--- src/rtl/io_bus_ctrl_pkg.sv ---
// io_bus_ctrl_pkg
//   Shared definitions for the peripheral I/O bus controller:
//   bus_ctrl line encoding, default geometry of the bus, and the
//   controller FSM state type.
package io_bus_ctrl_pkg;

  // Level driven on bus_ctrl
  localparam logic IO_CTRL_READ  = 1'b0;
  localparam logic IO_CTRL_WRITE = 1'b1;

  // Default bus geometry (CPU LSU + DMA, four mapped devices)
  localparam int IO_NREQ      = 2;
  localparam int IO_NDEV      = 4;
  localparam int IO_ADDR_W    = 16;
  localparam int IO_DATA_W    = 16;
  localparam int IO_DEV_SEL_W = 4;
  localparam int IO_WAIT      = 1;

  typedef enum logic [1:0] {
    ST_IDLE,
    ST_ACCESS,
    ST_DONE,
    ST_ERR
  } io_state_e;

endpackage

--- src/rtl/io_bus_ctrl_if.sv ---
// io_bus_ctrl_if
//   Bundles the requester handshake and the peripheral bus lines.
//   modport master : the controller (samples requests, drives the bus)
//   modport slave  : requesters and peripherals (the controller's environment)
//   Requester side : req, req_we, req_addr, req_wdata -> gnt, done, err, rdata
//   Peripheral side: dev_en, bus_addr, bus_ctrl, bus_wdata, bus_wdata_oe <- bus_rdata
interface io_bus_ctrl_if
  import io_bus_ctrl_pkg::*;
#(
  parameter int NREQ   = IO_NREQ,
  parameter int NDEV   = IO_NDEV,
  parameter int ADDR_W = IO_ADDR_W,
  parameter int DATA_W = IO_DATA_W
) ();

  logic [NREQ-1:0]        req;
  logic [NREQ-1:0]        req_we;
  logic [NREQ*ADDR_W-1:0] req_addr;
  logic [NREQ*DATA_W-1:0] req_wdata;
  logic [NREQ-1:0]        gnt;
  logic [NREQ-1:0]        done;
  logic                   err;
  logic [DATA_W-1:0]      rdata;
  logic [NDEV-1:0]        dev_en;
  logic [ADDR_W-1:0]      bus_addr;
  logic                   bus_ctrl;
  logic [DATA_W-1:0]      bus_wdata;
  logic                   bus_wdata_oe;
  logic [DATA_W-1:0]      bus_rdata;

  modport master (
    input  req, req_we, req_addr, req_wdata, bus_rdata,
    output gnt, done, err, rdata, dev_en, bus_addr, bus_ctrl, bus_wdata, bus_wdata_oe
  );

  modport slave (
    output req, req_we, req_addr, req_wdata, bus_rdata,
    input  gnt, done, err, rdata, dev_en, bus_addr, bus_ctrl, bus_wdata, bus_wdata_oe
  );

endinterface

--- src/rtl/io_bus_ctrl_rr_arbiter.sv ---
// io_bus_ctrl_rr_arbiter
//   Combinational round-robin pick: the first asserted request at or after
//   ptr_i, wrapping. Holds no state; the owner keeps and advances the pointer.
//   req_i : request levels
//   ptr_i : highest-priority requester index
//   any_o : at least one request present
//   idx_o : winner index (0 when any_o is low)
//   gnt_o : winner one-hot (0 when any_o is low)
module io_bus_ctrl_rr_arbiter
  import io_bus_ctrl_pkg::*;
#(
  parameter int NREQ  = IO_NREQ,
  parameter int IDX_W = (NREQ > 1) ? $clog2(NREQ) : 1
) (
  input  logic [NREQ-1:0]  req_i,
  input  logic [IDX_W-1:0] ptr_i,
  output logic             any_o,
  output logic [IDX_W-1:0] idx_o,
  output logic [NREQ-1:0]  gnt_o
);

  always_comb begin
    any_o = 1'b0;
    idx_o = '0;
    gnt_o = '0;
    for (int i = 0; i < NREQ; i++) begin
      if (!any_o && req_i[(int'(ptr_i) + i) % NREQ]) begin
        any_o = 1'b1;
        idx_o = IDX_W'((int'(ptr_i) + i) % NREQ);
        gnt_o[(int'(ptr_i) + i) % NREQ] = 1'b1;
      end
    end
  end

endmodule

--- src/rtl/io_bus_ctrl.sv ---
// io_bus_ctrl
//   Sequences the shared peripheral I/O bus: round-robin arbitration between
//   requesters, address decode to a one-hot device enable, WAIT extra cycles
//   of enable before read capture / write release, then a done pulse (plus err
//   for an unmapped device index). Every output is a register.
//   clk  : system clock
//   rst_n: asynchronous active-low reset
//   bus  : io_bus_ctrl_if.master (requester handshake + peripheral bus)
module io_bus_ctrl
  import io_bus_ctrl_pkg::*;
#(
  parameter int NREQ      = IO_NREQ,
  parameter int NDEV      = IO_NDEV,
  parameter int ADDR_W    = IO_ADDR_W,
  parameter int DATA_W    = IO_DATA_W,
  parameter int DEV_SEL_W = IO_DEV_SEL_W,
  parameter int WAIT      = IO_WAIT
) (
  input logic           clk,
  input logic           rst_n,
  io_bus_ctrl_if.master bus
);

  localparam int IDX_W = (NREQ > 1) ? $clog2(NREQ) : 1;

  io_state_e         state_q, state_d;
  logic [IDX_W-1:0]  rr_q, rr_d, win_q, win_d, rr_next;
  logic [3:0]        wcnt_q, wcnt_d;
  logic [NREQ-1:0]   gnt_q, gnt_d, done_q, done_d;
  logic              err_q, err_d;
  logic [DATA_W-1:0] rdata_q, rdata_d, bus_wdata_q, bus_wdata_d;
  logic [NDEV-1:0]   dev_en_q, dev_en_d;
  logic [ADDR_W-1:0] bus_addr_q, bus_addr_d;
  logic              bus_ctrl_q, bus_ctrl_d, oe_q, oe_d;

  logic                 arb_any;
  logic [IDX_W-1:0]     arb_idx;
  logic [NREQ-1:0]      arb_gnt;
  logic                 sel_we;
  logic [ADDR_W-1:0]    sel_addr;
  logic [DATA_W-1:0]    sel_wdata;
  logic [DEV_SEL_W-1:0] sel_idx;
  logic                 sel_mapped;
  logic [NDEV-1:0]      sel_dev_en;

  io_bus_ctrl_rr_arbiter #(.NREQ(NREQ), .IDX_W(IDX_W)) u_arb (
    .req_i (bus.req),
    .ptr_i (rr_q),
    .any_o (arb_any),
    .idx_o (arb_idx),
    .gnt_o (arb_gnt)
  );

  // Request fields of the current arbitration winner
  always_comb begin
    sel_we    = 1'b0;
    sel_addr  = '0;
    sel_wdata = '0;
    for (int i = 0; i < NREQ; i++) begin
      if (arb_idx == IDX_W'(i)) begin
        sel_we    = bus.req_we[i];
        sel_addr  = bus.req_addr[i*ADDR_W +: ADDR_W];
        sel_wdata = bus.req_wdata[i*DATA_W +: DATA_W];
      end
    end
  end

  assign sel_idx    = sel_addr[ADDR_W-1 -: DEV_SEL_W];
  assign sel_mapped = (int'(sel_idx) < NDEV);

  always_comb begin
    sel_dev_en = '0;
    for (int d = 0; d < NDEV; d++) sel_dev_en[d] = (int'(sel_idx) == d);
  end

  assign rr_next = (int'(win_q) == NREQ - 1) ? '0 : win_q + IDX_W'(1);

  always_comb begin
    state_d     = state_q;
    rr_d        = rr_q;
    win_d       = win_q;
    wcnt_d      = wcnt_q;
    gnt_d       = gnt_q;
    done_d      = '0;
    err_d       = 1'b0;
    rdata_d     = rdata_q;
    dev_en_d    = dev_en_q;
    bus_addr_d  = bus_addr_q;
    bus_ctrl_d  = bus_ctrl_q;
    bus_wdata_d = bus_wdata_q;
    oe_d        = oe_q;
    case (state_q)
      ST_IDLE: begin
        // After an ERR completion the done pulse is still visible in IDLE;
        // the finishing requester has not yet had a chance to drop req, so
        // arbitration waits one cycle rather than serve it a second time.
        if (arb_any && (done_q == '0)) begin
          win_d  = arb_idx;
          gnt_d  = arb_gnt;
          wcnt_d = '0;
          if (sel_mapped) begin
            state_d    = ST_ACCESS;
            dev_en_d   = sel_dev_en;
            bus_addr_d = sel_addr;
            bus_ctrl_d = sel_we ? IO_CTRL_WRITE : IO_CTRL_READ;
            oe_d       = sel_we;
            if (sel_we) bus_wdata_d = sel_wdata;
          end else begin
            state_d = ST_ERR;
          end
        end
      end
      ST_ACCESS: begin
        if (wcnt_q == 4'(WAIT)) begin
          state_d  = ST_DONE;
          dev_en_d = '0;
          oe_d     = 1'b0;
          gnt_d    = '0;
          done_d   = gnt_q;
          rr_d     = rr_next;
          if (bus_ctrl_q == IO_CTRL_READ) rdata_d = bus.bus_rdata;
        end else begin
          wcnt_d = wcnt_q + 4'd1;
        end
      end
      ST_DONE: state_d = ST_IDLE;
      ST_ERR: begin
        state_d = ST_IDLE;
        gnt_d   = '0;
        done_d  = gnt_q;
        err_d   = 1'b1;
        rdata_d = '0;
        rr_d    = rr_next;
      end
      default: state_d = ST_IDLE;
    endcase
  end

  always_ff @(posedge clk or negedge rst_n) begin
    if (!rst_n) begin
      state_q     <= ST_IDLE;
      rr_q        <= '0;
      win_q       <= '0;
      wcnt_q      <= '0;
      gnt_q       <= '0;
      done_q      <= '0;
      err_q       <= 1'b0;
      rdata_q     <= '0;
      dev_en_q    <= '0;
      bus_addr_q  <= '0;
      bus_ctrl_q  <= IO_CTRL_READ;
      bus_wdata_q <= '0;
      oe_q        <= 1'b0;
    end else begin
      state_q     <= state_d;
      rr_q        <= rr_d;
      win_q       <= win_d;
      wcnt_q      <= wcnt_d;
      gnt_q       <= gnt_d;
      done_q      <= done_d;
      err_q       <= err_d;
      rdata_q     <= rdata_d;
      dev_en_q    <= dev_en_d;
      bus_addr_q  <= bus_addr_d;
      bus_ctrl_q  <= bus_ctrl_d;
      bus_wdata_q <= bus_wdata_d;
      oe_q        <= oe_d;
    end
  end

  assign bus.gnt          = gnt_q;
  assign bus.done         = done_q;
  assign bus.err          = err_q;
  assign bus.rdata        = rdata_q;
  assign bus.dev_en       = dev_en_q;
  assign bus.bus_addr     = bus_addr_q;
  assign bus.bus_ctrl     = bus_ctrl_q;
  assign bus.bus_wdata    = bus_wdata_q;
  assign bus.bus_wdata_oe = oe_q;

endmodule
--- src/flat_wrapper.sv ---
// flat-port wrapper written by rule: the top's interface ports become plain ports
module io_bus_ctrl_flat import io_bus_ctrl_pkg::*;
#(
  parameter int NREQ      = IO_NREQ,
  parameter int NDEV      = IO_NDEV,
  parameter int ADDR_W    = IO_ADDR_W,
  parameter int DATA_W    = IO_DATA_W,
  parameter int DEV_SEL_W = IO_DEV_SEL_W,
  parameter int WAIT      = IO_WAIT
)
  (clk, rst_n, bus_req, bus_req_we, bus_req_addr, bus_req_wdata, bus_bus_rdata, bus_gnt, bus_done, bus_err, bus_rdata, bus_dev_en, bus_bus_addr, bus_bus_ctrl, bus_bus_wdata, bus_bus_wdata_oe);
  io_bus_ctrl_if #(.NREQ(NREQ), .NDEV(NDEV), .ADDR_W(ADDR_W), .DATA_W(DATA_W)) bus_i ();
  input logic clk;
  input logic rst_n;
  input wire logic [$bits(bus_i.req)-1:0] bus_req;
  input wire logic [$bits(bus_i.req_we)-1:0] bus_req_we;
  input wire logic [$bits(bus_i.req_addr)-1:0] bus_req_addr;
  input wire logic [$bits(bus_i.req_wdata)-1:0] bus_req_wdata;
  input wire logic [$bits(bus_i.bus_rdata)-1:0] bus_bus_rdata;
  output wire logic [$bits(bus_i.gnt)-1:0] bus_gnt;
  output wire logic [$bits(bus_i.done)-1:0] bus_done;
  output wire logic [$bits(bus_i.err)-1:0] bus_err;
  output wire logic [$bits(bus_i.rdata)-1:0] bus_rdata;
  output wire logic [$bits(bus_i.dev_en)-1:0] bus_dev_en;
  output wire logic [$bits(bus_i.bus_addr)-1:0] bus_bus_addr;
  output wire logic [$bits(bus_i.bus_ctrl)-1:0] bus_bus_ctrl;
  output wire logic [$bits(bus_i.bus_wdata)-1:0] bus_bus_wdata;
  output wire logic [$bits(bus_i.bus_wdata_oe)-1:0] bus_bus_wdata_oe;
  assign bus_i.req = bus_req;
  assign bus_i.req_we = bus_req_we;
  assign bus_i.req_addr = bus_req_addr;
  assign bus_i.req_wdata = bus_req_wdata;
  assign bus_i.bus_rdata = bus_bus_rdata;
  assign bus_gnt = bus_i.gnt;
  assign bus_done = bus_i.done;
  assign bus_err = bus_i.err;
  assign bus_rdata = bus_i.rdata;
  assign bus_dev_en = bus_i.dev_en;
  assign bus_bus_addr = bus_i.bus_addr;
  assign bus_bus_ctrl = bus_i.bus_ctrl;
  assign bus_bus_wdata = bus_i.bus_wdata;
  assign bus_bus_wdata_oe = bus_i.bus_wdata_oe;
  io_bus_ctrl #(.NREQ(NREQ), .NDEV(NDEV), .ADDR_W(ADDR_W), .DATA_W(DATA_W), .DEV_SEL_W(DEV_SEL_W), .WAIT(WAIT)) u_core (.clk(clk), .rst_n(rst_n), .bus(bus_i));
endmodule
--- config.mk ---
export PLATFORM = sky130hd
export DESIGN_NAME = io_bus_ctrl_flat
export DESIGN_NICKNAME = d
export VERILOG_FILES = /design/src/rtl/io_bus_ctrl_pkg.sv /design/src/rtl/io_bus_ctrl_if.sv /design/src/rtl/io_bus_ctrl_rr_arbiter.sv /design/src/rtl/io_bus_ctrl.sv /design/src/flat_wrapper.sv
export SDC_FILE = /design/constraint.sdc
export NUM_CORES = 1
export LEC_CHECK = 0
export CORE_MARGIN = 2
export CORE_UTILIZATION = 38
export DETAILED_ROUTE_END_ITERATION = 16
export PLACE_DENSITY = 0.77
export SLEW_MARGIN = 20
export SYNTH_ARGS = -nofsm -noshare
export SYNTH_HDL_FRONTEND = slang
export SYNTH_SLANG_ARGS = --single-unit
--- constraint.sdc ---
create_clock -name clk -period 1.9 [get_ports clk]
set_clock_uncertainty 0.1 [all_clocks]
set_input_delay 0.38 -clock clk [delete_from_list [all_inputs] [get_ports clk]]
set_output_delay 0.38 -clock clk [all_outputs]
set_load 0.1 [all_outputs]
==> flow_metrics.tcl <==
set metrics [dict create \
    num_rows 33 \
    die_x_um 95.6 \
    yosysTopAreaCell "dfrtp_1" \
    place_area_mm2 0.00552 \
    worst_pin_slew_ns 0.517 \
    drt-initial-drc-count 110 \
    path_clk_slew_ns 0.08 \
    setup_ws_ns -0.0147 \
    via_per_inst 4.94 \
    cts_max_path_buffers 2 \
    io_buffers 144 \
    wl_per_cell_um 16.0 \
    yosysUniqueCellTypes 44 \
    synth_adder_area_share_pct 0.785 \
    period_share_pct 101 \
    grt_max_degree 30 \
    setup_viol_count_final 11 \
    synth_compound_area_share_pct 10.1 \
    instances_no_fill 534 \
    final_area_mm2 0.00590 \
    synth_cells 245 \
    overflow 0 \
    synth.top_cell.area_share_pct 52.6 \
    final_nets 512 \
    crit_chain "clkdlybuf4s50_1 -> nor2_1 -> o211ai_1 -> a21oi_4 -> buf_4 -> buf_12 -> mux2_2" \
    synth-warning-count 0 \
    n_fill_cell 551 \
    violations "negative setup slack" \
    min_period_ns 1.91 \
    worstPathRequired_ns 2.01 \
    slowest_delay_ns 0.44 \
    antenna_found_initial 0 \
    ant_nets 0 \
    fmax_ghz 0.522 \
    cp_slowest_cell "clkdlybuf4s50_1" \
    die_area_mm2 0.00913 \
    synth_top_family_by_area "multiplexers" \
    area.growth.synth_to_final_pct 85.1 \
    synth-xor-area-share_pct 0.550 \
    async_reset_ff_share_pct 100 \
    crit_family "buffers and inverters" \
    synthFlopType "dfrtp_1" \
    synth_area_mm2 0.00319 \
    dr.pass1.iters 4 \
    cts_tree "built" \
    grt_pass1_vias 2815 \
    worstSkewPairLatency_ns 0.32 \
    drv_cap 0 \
    cts_made_buffers 9 \
    syn_nets 333 \
    start_kind "primary input" \
    slew_violations 0 \
    core_mm2 0.00818 \
    yosys.area_share.simple_pct 8.76 \
    dpl.cell_count 508 \
    synth_edf_count 0 \
    hp-class "reg -> reg" \
    critPathKind "in -> reg" \
    cts-root-buf "clkbuf_8" \
    io-pin-count 145 \
    synth_mux_area_share_pct 23.5 \
    slew-limit-headroom_pct 65.5 \
    synthTopCellsByCount "dfrtp_1, mux2_2, a22o_1, nand2_1, nor2_1" \
    drive_gt1_share_pct 43.1 \
    num_antenna_cells 0 \
    seq_area_frac_synth_pct 52.6 \
    hold_viol 0 \
    synth_area_leaders "dfrtp_1, mux2_2, a22o_1, mux2_4, nand2_1" \
    holdWs_ns 0.372 \
    clock_sinks 67 \
    critPathBufInv 3 \
    fin_tns_setup_ns -0.0599 \
    start_util_pct 39.0 \
    grt_pass1_wl_um 13400 \
    die_h_um 95.6 \
    arrival_ns 2.03 \
    hpwlAfterDp_um 6320 \
    gr-usage-all-layers_pct 19.0 \
    drcViolationCount 0 \
    cp-end-kind "flop" \
    vias 2639 \
    rsz0062_at_grt "yes" \
    crit_fanout 9 \
    gp_congestion 0.840 \
    post-synth-top-count-cell "dfrtp_1" \
    wirelength_um 8560 \
    status "finished with violations" \
    synth-seq-cells 67 \
    syn-mean-instance-area_um2 13.0 \
    cts_htree_levels 3 \
]
[stage by stage]
step | utilization [%] | worst slack (ns)
after floorplan | - | -0.163
after global placement | 67.5 | -0.338
after detailed placement | 67.5 | -0.378
after CTS | 71.1 | -0.0191
after global routing | 72.2 | -0.0766
final | 72.2 | -0.0147
[layer usage]
metal,GRT usage [%],share of wire [%]
met5,0,0
met1,21.9,39
met4,5.83,1.2
met2,33.9,53
met3,5.38,7.4
[area by class of cell]
| cell class | count | area (µm²) | area share [%] |
|---|---|---|---|
| tap | 105 | 131 | 2.23 |
| inverter | 9 | 33.8 | 0.573 |
| clock buffer | 9 | 124 | 2.10 |
| clock inverter | 7 | 101 | 1.72 |
| multi-input combinational | 158 | 1420 | 24.0 |
| sequential | 67 | 1680 | 28.5 |
| timing repair buffer | 179 | 2410 | 40.9 |
[what timing repair did]
item,4_1_cts,5_1_grt
resized for setup,4,5
endpoints found under the setup margin,8,31
hold buffers,1,0
endpoints found under the hold margin,17,0
cloned,1,3
buffers inserted,3,2
pin swaps,1,0
[cell families (layout without fill, tap and decap cells)]
group,count (synthesis),in the layout
simple gates,50,50
fa+ha+maj,2,2
mux,64,64
xor+xnor,2,2
flops,67,67
buf+inv,20,204
compound gates,40,40
[state kept, by name, indices dropped and copies added (netlist names), 2 cells and up]
name / count
u_core.bus.done: 2
u_core.bus.gnt: 2
u_core.wcnt_q: 4
u_core.state_q: 2
u_core.bus.rdata: 16
u_core.bus.dev_en: 4
u_core.bus.bus_addr: 16
u_core.bus.bus_wdata: 16
[placed cells by master, fill, tap and decap left out, types with 2 or more instances in the layout]
cell type        instances
clkdlybuf4s50_1         82
buf_12                  64
dfrtp_1                 64
mux2_2                  52
buf_4                   25
a22o_1                  14
nand2_1                 11
inv_1                    9
nor2_1                   9
clkbuf_8                 9
mux2_4                   8
o21ai_0                  6
nand3_1                  6
o22ai_1                  5
nand4_1                  4
and2_1                   3
a31oi_1                  2
and2b_1                  2
nand2b_1                 2
a21oi_4                  2
nor2b_1                  2
mux2_1                   2
xnor2_1                  2
mux2i_1                  2
ha_1                     2
clkinvlp_4               2
clkinv_4                 2
bufinv_16                2
clkbuf_16                2
dlygate4sd2_1            2
dfrtp_2                  2
[path summary, 6_finish.rpt]
path	slack (ns)	startpoint	depth (start not counted)	endpoint
setup / recovery	-0.01	bus_req_addr[14]	7	u_core.bus.bus_wdata[1]
hold / removal	0.37	u_core.win_q	1	u_core.rr_q
setup reg to reg	0	u_core.state_q[0]	6	u_core.bus.bus_wdata[1]
hold reg to reg	0.37	u_core.win_q	1	u_core.rr_q
max in group asynchronous	0.71	rst_n	3	u_core.bus.bus_wdata[9]
min in group asynchronous	0.46	rst_n	2	u_core.state_q[0]
Power is not shown: default switching activity piles up to over one toggle a cycle in this logic, so the estimate is an artifact.
